[src/rtl/pong_match_pkg.sv]
// pong_match_pkg: shared types and constants for the Pong match controller
package pong_match_pkg;
  typedef enum logic [1:0] {IDLE, PLAY, OVER} match_state_t;
  localparam int M_SCORE_W = 4;
  localparam int WIN_SCORE = 11;
  localparam int RND_NUM_W = 9;
  localparam logic [15:0] LFSR_SEED = 16'hACE1;
  // taps 16,14,13,11 of x^16+x^14+x^13+x^11+1 as bit positions 15,13,12,10
  localparam logic [15:0] LFSR_TAPS = 16'hB400;
endpackage

[src/rtl/pong_lfsr.sv]
// pong_lfsr: free-running 16-bit Fibonacci LFSR for serve/deflection randomness
// Ports: clk_i clock, rst_i sync active-high reset (loads SEED), rnd_num_o low RND_W state bits.
module pong_lfsr
  import pong_match_pkg::*;
#(
  parameter logic [15:0] SEED  = LFSR_SEED,
  parameter int          RND_W = RND_NUM_W
) (
  input  logic             clk_i,
  input  logic             rst_i,
  output logic [RND_W-1:0] rnd_num_o
);
  logic [15:0] lfsr_q;
  always_ff @(posedge clk_i)
    if (rst_i) lfsr_q <= SEED;
    else lfsr_q <= {lfsr_q[14:0], ^(lfsr_q & LFSR_TAPS)};
  assign rnd_num_o = lfsr_q[RND_W-1:0];
endmodule

[src/rtl/pong_match_ctrl.sv]
// pong_match_ctrl: Pong match FSM, score counters with win detection and random source
// Ports: clk_i/rst_i clock and sync active-high reset; game_rst_i start button level;
// new_frame_i frame strobe; point_player_i/point_enemy_i point reports; game_en_o match running;
// player_score_o/enemy_score_o scores; winner_o {enemy,player} won; rnd_num_o random number;
// player_bcd_o/enemy_bcd_o BCD scores, driven only when PONG_SCORE_BCD_EN is defined.
module pong_match_ctrl
  import pong_match_pkg::*;
#(
  parameter int          M_SCORE_W = pong_match_pkg::M_SCORE_W,
  parameter int          WIN_SCORE = pong_match_pkg::WIN_SCORE,
  parameter int          RND_NUM_W = pong_match_pkg::RND_NUM_W,
  parameter logic [15:0] LFSR_SEED = pong_match_pkg::LFSR_SEED
) (
  input  logic                 clk_i,
  input  logic                 rst_i,
  input  logic                 game_rst_i,
  input  logic                 new_frame_i,
  input  logic                 point_player_i,
  input  logic                 point_enemy_i,
  output logic                 game_en_o,
  output logic [M_SCORE_W-1:0] player_score_o,
  output logic [M_SCORE_W-1:0] enemy_score_o,
  output logic [1:0]           winner_o,
  output logic [RND_NUM_W-1:0] rnd_num_o,
  output logic [7:0]           player_bcd_o,
  output logic [7:0]           enemy_bcd_o
);
  localparam logic [M_SCORE_W-1:0] WIN = M_SCORE_W'(WIN_SCORE);
  match_state_t         state_q;
  logic                 game_rst_q, game_en_q;
  logic [M_SCORE_W-1:0] player_score_q, enemy_score_q;
  logic [1:0]           winner_q, win;
  logic                 start, score_en;
  assign start    = game_rst_i & ~game_rst_q;
  assign win      = {enemy_score_q == WIN, player_score_q == WIN};
  assign score_en = (state_q == PLAY) & new_frame_i;
  // The edge register tracks the button even during reset, so a press held
  // through reset is not mistaken for a fresh start once reset releases.
  always_ff @(posedge clk_i) game_rst_q <= game_rst_i;
  always_ff @(posedge clk_i)
    if (rst_i) begin
      state_q        <= IDLE;
      game_en_q      <= 1'b0;
      player_score_q <= '0;
      enemy_score_q  <= '0;
      winner_q       <= 2'b00;
    end else if (start) begin
      state_q        <= PLAY;
      game_en_q      <= 1'b1;
      player_score_q <= '0;
      enemy_score_q  <= '0;
      winner_q       <= 2'b00;
    end else begin
      if (state_q == PLAY && |win) begin
        state_q   <= OVER;
        game_en_q <= 1'b0;
        winner_q  <= win;
      end
      if (score_en && point_player_i && !win[0]) player_score_q <= player_score_q + 1'b1;
      if (score_en && point_enemy_i && !win[1]) enemy_score_q <= enemy_score_q + 1'b1;
    end
  assign game_en_o      = game_en_q;
  assign player_score_o = player_score_q;
  assign enemy_score_o  = enemy_score_q;
  assign winner_o       = winner_q;
`ifdef PONG_SCORE_BCD_EN
  // double dabble into two BCD digits
  function automatic logic [7:0] to_bcd(input logic [M_SCORE_W-1:0] b);
    logic [7:0] r;
    r = '0;
    for (int i = M_SCORE_W - 1; i >= 0; i--) begin
      if (r[3:0] > 4'd4) r[3:0] = r[3:0] + 4'd3;
      if (r[7:4] > 4'd4) r[7:4] = r[7:4] + 4'd3;
      r = {r[6:0], b[i]};
    end
    return r;
  endfunction
  assign player_bcd_o = to_bcd(player_score_q);
  assign enemy_bcd_o  = to_bcd(enemy_score_q);
`else
  assign player_bcd_o = 8'h00;
  assign enemy_bcd_o  = 8'h00;
`endif
  pong_lfsr #(.SEED(LFSR_SEED), .RND_W(RND_NUM_W)) u_lfsr (
    .clk_i    (clk_i),
    .rst_i    (rst_i),
    .rnd_num_o(rnd_num_o)
  );
endmodule

[config.mk]
export PLATFORM = sky130hd
export DESIGN_NAME = pong_match_ctrl
export DESIGN_NICKNAME = d
export VERILOG_FILES = /design/src/rtl/pong_match_pkg.sv /design/src/rtl/pong_lfsr.sv /design/src/rtl/pong_match_ctrl.sv
export SDC_FILE = /design/constraint.sdc
export NUM_CORES = 1
export LEC_CHECK = 0
export ABC_CLOCK_PERIOD_IN_PS = 1500
export BUFFER_PORTS_ARGS = -buffer_cell sky130_fd_sc_hd__buf_2
export CAP_MARGIN = 10
export CORE_MARGIN = 10
export CORE_UTILIZATION = 45
export DETAILED_ROUTE_END_ITERATION = 10
export PLACE_DENSITY = 0.76
export SETUP_SLACK_MARGIN = 0.02
export SLEW_MARGIN = 10
export SYNTH_ARGS = -nofsm -noshare
export SYNTH_HDL_FRONTEND = slang
export SYNTH_SLANG_ARGS = --single-unit
[constraint.sdc]
create_clock -name clk_i -period 1.5 [get_ports clk_i]
set_clock_uncertainty 0.05 [all_clocks]
set_input_delay 0.3 -clock clk_i [delete_from_list [all_inputs] [get_ports clk_i]]
set_output_delay 0.3 -clock clk_i [all_outputs]
set_load 0.02 [all_outputs]
# [Word-level counts from Yosys, hierarchy flattened]
# Cells that the tools add are included.
[totals] reg_bits=30 output_inout_bits=36
[classes] add_sub_neg=2 eq_ne=3 muxes=4 n_bitwise=3 n_reduce_logical=11
[ops] operator="$reduce_xor 16->1" n=1
[ops] operator="$add 4x1->4 const B" n=2
[ops] operator="$eq 4x4->1 const B" n=2
[ops] operator="$logic_and 1x1->1" n=5
[ops] operator="$mux 1" n=4
[ops] operator="$reduce_or 2->1" n=2
[ops] operator="$and 1x1->1" n=2
[ops] operator="$eq 2x1->1 const B" n=1
[ops] operator="$logic_not 1->1" n=2
[ops] operator="$reduce_bool 2->1" n=1
[ops] operator="$not 1->1" n=1

# [Longest topological paths before layout]
[logic_depth] word_depth=5 depth_mapped=4 depth_no_buf=4

# [Hierarchy]
# A second synthesis with hierarchy kept.
[unflattened] hier_cells=130 area_unflattened_um2=1260.0
[modules_own_cells] module="pong_match_ctrl" instances=1 cells_each=85 area_each_um2=738.2 seq_area_each_um2=260.2
[modules_own_cells] module="pong_lfsr" instances=1 cells_each=45 area_each_um2=521.8 seq_area_each_um2=320.3

# [Least setup slack after synthesis]
# Ideal clock, no wire load.
[synth_path] path_kind="register to register" start="register enemy_score_q[0] (netlist: enemy_score_o[0])" end="register enemy_score_q[2] (netlist: enemy_score_o[2])" setup_time_ps=71 arrival_ps=1284 required_time_ps=1379 path_slack_ps=94 stages_incl_launch_ff=5 n_path_buf=0 path_cell_list="dfxtp_1 -> ha_1 -> inv_1 -> or4_1 -> a21oi_1"
[synth_between] elab_chain_cells=3 word_cells_on_any_way=4 classes_between="1 x add/sub; 1 x eq/ne; 2 x reduce/logical"
[synth_lines] item="start, declared" line="pong_match_ctrl.sv:31" source="logic [M_SCORE_W-1:0] player_score_q, enemy_score_q;"
[synth_lines] item="start signal, assigned" line="pong_match_ctrl.sv:60" source="if (score_en && point_enemy_i && !win[1]) enemy_score_q <= enemy_score_q + 1'b1;"
[synth_lines] item="branches (longest 3 deep; another with $add 4x1->4)"
# Parallel ways; which one is timed is not known.
# A chain may end at the register's enable or synchronous reset.

# [Worst setup path after layout]
[layout_path] start="register enemy_score_q[0] (netlist: enemy_score_o[0])" end="register enemy_score_q[0] (netlist: enemy_score_o[0])"
# Same word-level chain as after synthesis.

==> out/results.ini <==
[outcome]
status = finished clean

[placement]
place_inst = 175
gp_congestion = 0.834
dpl.hpwl_mm = 1.78
port_buffers = 25

[cells_and_area]
diodes = 0
layoutNonFillerInstCount = 188
drive_gt1_frac = 0.323
syn2layout_area_growth_pct = 13.4
nets = 166
fin_util = 0.547

[run]
cap_violations = 0

[die]
fp.dieH_um = 72.2
dieWidth_um = 72.2
initial_core_util = 0.482
coreArea_mm2 = 0.00254
fp-row-count = 18
boundaryPins = 42
dieArea_mm2 = 0.00522

[routing]
wl_mm = 2.47
vias = 896
drcViolationCount = 0
via_per_inst = 4.77
wl_per_cell_um = 13.1
antenna_left = 0
firstDrtPassIters = 4
drtIter0Drc = 100

[global_route]
grt_max_degree = 16
grt_use_total = 0.0960
gr-total-overflow = 0
antenna_found_initial = 0
grt_pass1_wl_mm = 4.07
grt_pass1_vias = 910

[synthesis]
yosysTopAreaCell = dfxtp_1
yosysSeqAreaShare = 0.473
synth_seq_cells = 29
async_flop_share = 0
synth_top_area_share = 0.473
ys_top_cells_by_area = dfxtp_1 47%, buf_4 15%, nor2b_1 4.6%, o21ai_0 4.1%, a21oi_1 3.7%
synth_common_cells = 29 x dfxtp_1, 25 x buf_4, 10 x o21ai_0
ys_types = 25
yosysMostFrequentCell = dfxtp_1
netlist_area_mm2 = 0.00123
synthCells = 129
synth_edf_count = 0
yosys_warnings = 0
postSynthAreaPerCell_um2 = 9.51
ys.flop_type = dfxtp_1

[clock_tree]
clk_path_buf_depth = 2
clk_pin_slew_ns = 0.09
clk-insertion-delay-late_ns = 0.32
clock-root-buffer = clkbuf_4
cts_sinks = 29
cts_tree = done
htreeDepth = 2
cts_made_buffers = 5

[worst_setup_path]
start_kind = flop
worstPathMaxFanout = 6
critPathBufInv = 0
crit_path_top_delay_cell = dfxtp_2
cp_cell_sequence = ha_1 > and3b_2 > or3_1 > a21oi_1
crit_family = simple AND/OR/NAND/NOR gates
reg2reg_depth = 4
path_class = flop to flop
endpoint_kind = flop
critPathArrivalTime_ns = 1.59
slowest_delay_ns = 0.35
cp_num_cells = 4
required_ns = 1.69

[sta]
rsz0062_at_grt = yes
final_max_slew_viol_count = 0
hold_viol_final = 0
holdWs_ns = 0.0501
fmax_mhz = 716
fin_setup_tns_ns = 0
fin_crit_sh = 0.932
min_period_ns = 1.40
setup_viol = 0

[pwr]
power_density_mw_per_mm2 = 1140
worst_ir_drop_vdd_mv = 0.721
p_leak_nw = 0.625

[worst_hold_path]
hold_path.class = input port to flop
hold_depth = 1

==> power breakdown <==
group	internal [mW]	switching, mW	total [mW]
clock network	0.339	0.264	0.603
registers	0.805	0.0170	0.822
logic	0.0545	0.110	0.164
total	1.20	0.391	1.59
==> state kept, by name, indices dropped and copies added, names as in the netlist <==
register and cells:
player_score_o 4, winner_o 2, state_q 2, game_rst_q 1
enemy_score_o 4, u_lfsr.lfsr_q 16
==> worst register-to-register path, delay by kind of cell, from the launching register on <==
| family | cells | cell delay (ns) |
|---|---|---|
| fa+ha+maj | 1 | 0.22 |
| compound gates | 1 | 0.14 |
| flops | 1 | 0.35 |
| simple gates | 2 | 0.57 |
==> final timing paths <==
check | to | start | slack, ns
setup / recovery | enemy_score_o[0] | enemy_score_o[0] | 0.10
hold / removal | game_rst_q | game_rst_i | 0.05
setup reg to reg | enemy_score_o[0] | enemy_score_o[0] | 0.10
hold reg to reg | u_lfsr.lfsr_q[10] | u_lfsr.lfsr_q[9] | 0.36
==> layout make-up <==
type	instances	area, um^2
clock buffers	5	37.5
clock inverters	2	35.0
fillers	247	1150
inverters	4	15.0
multi-input cells	85	499
flip-flops and latches	29	582
well taps	30	37.5
repair buffers	33	185
==> cells in the final DEF (no fill, tap or decap), types with 4 or more instances in the layout <==
master,count
a21oi_1,9
buf_2,25
buf_4,8
clkbuf_4,5
conb_1,16
dfxtp_1,28
inv_1,4
nand2_1,5
nand3_1,4
nor2b_1,9
o21ai_0,10
or2_2,7
or3_1,4
==> through the flow <==
step	total power, mW	worst slack [ns]	area [um^2]
3_5_place_dp	0.998	0.137	1270
5_1_grt	1.66	0.0227	1390
4_1_cts	1.60	0.103	1340
3_3_place_gp	0.996	0.143	1270
6_report	1.59	0.103	1390
2_1_floorplan	1.01	0.0944	1280
==> per-layer routing <==
metal / track usage / wire length, um
met1: 0.106 / 1060
met2: 0.148 / 1160
met3: 0.0653 / 245
met4: 0.0237 / 0
met5: 0 / 0
==> cells by family after synthesis <==
logic type / count (synthesis) / synth area share
AO/OA/AOI/OAI: 24 / 0.109
AND/OR/NAND/NOR: 40 / 0.205
flip-flops: 29 / 0.473
buffers and inverters: 30 / 0.168
XOR/XNOR: 3 / 0.0214
other: 1 / 0.00306
adder cells (fa/ha/maj): 2 / 0.0204
==> repair_timing <==
action | CTS | global route
hold buffers | 0 | 0
endpoints found under the hold margin | 0 | 0
setup endpoints to repair | 0 | 4
buffers inserted | 0 | 6
resized for setup | 0 | 3
No activity file was read; power rests on OpenSTA's default activity.
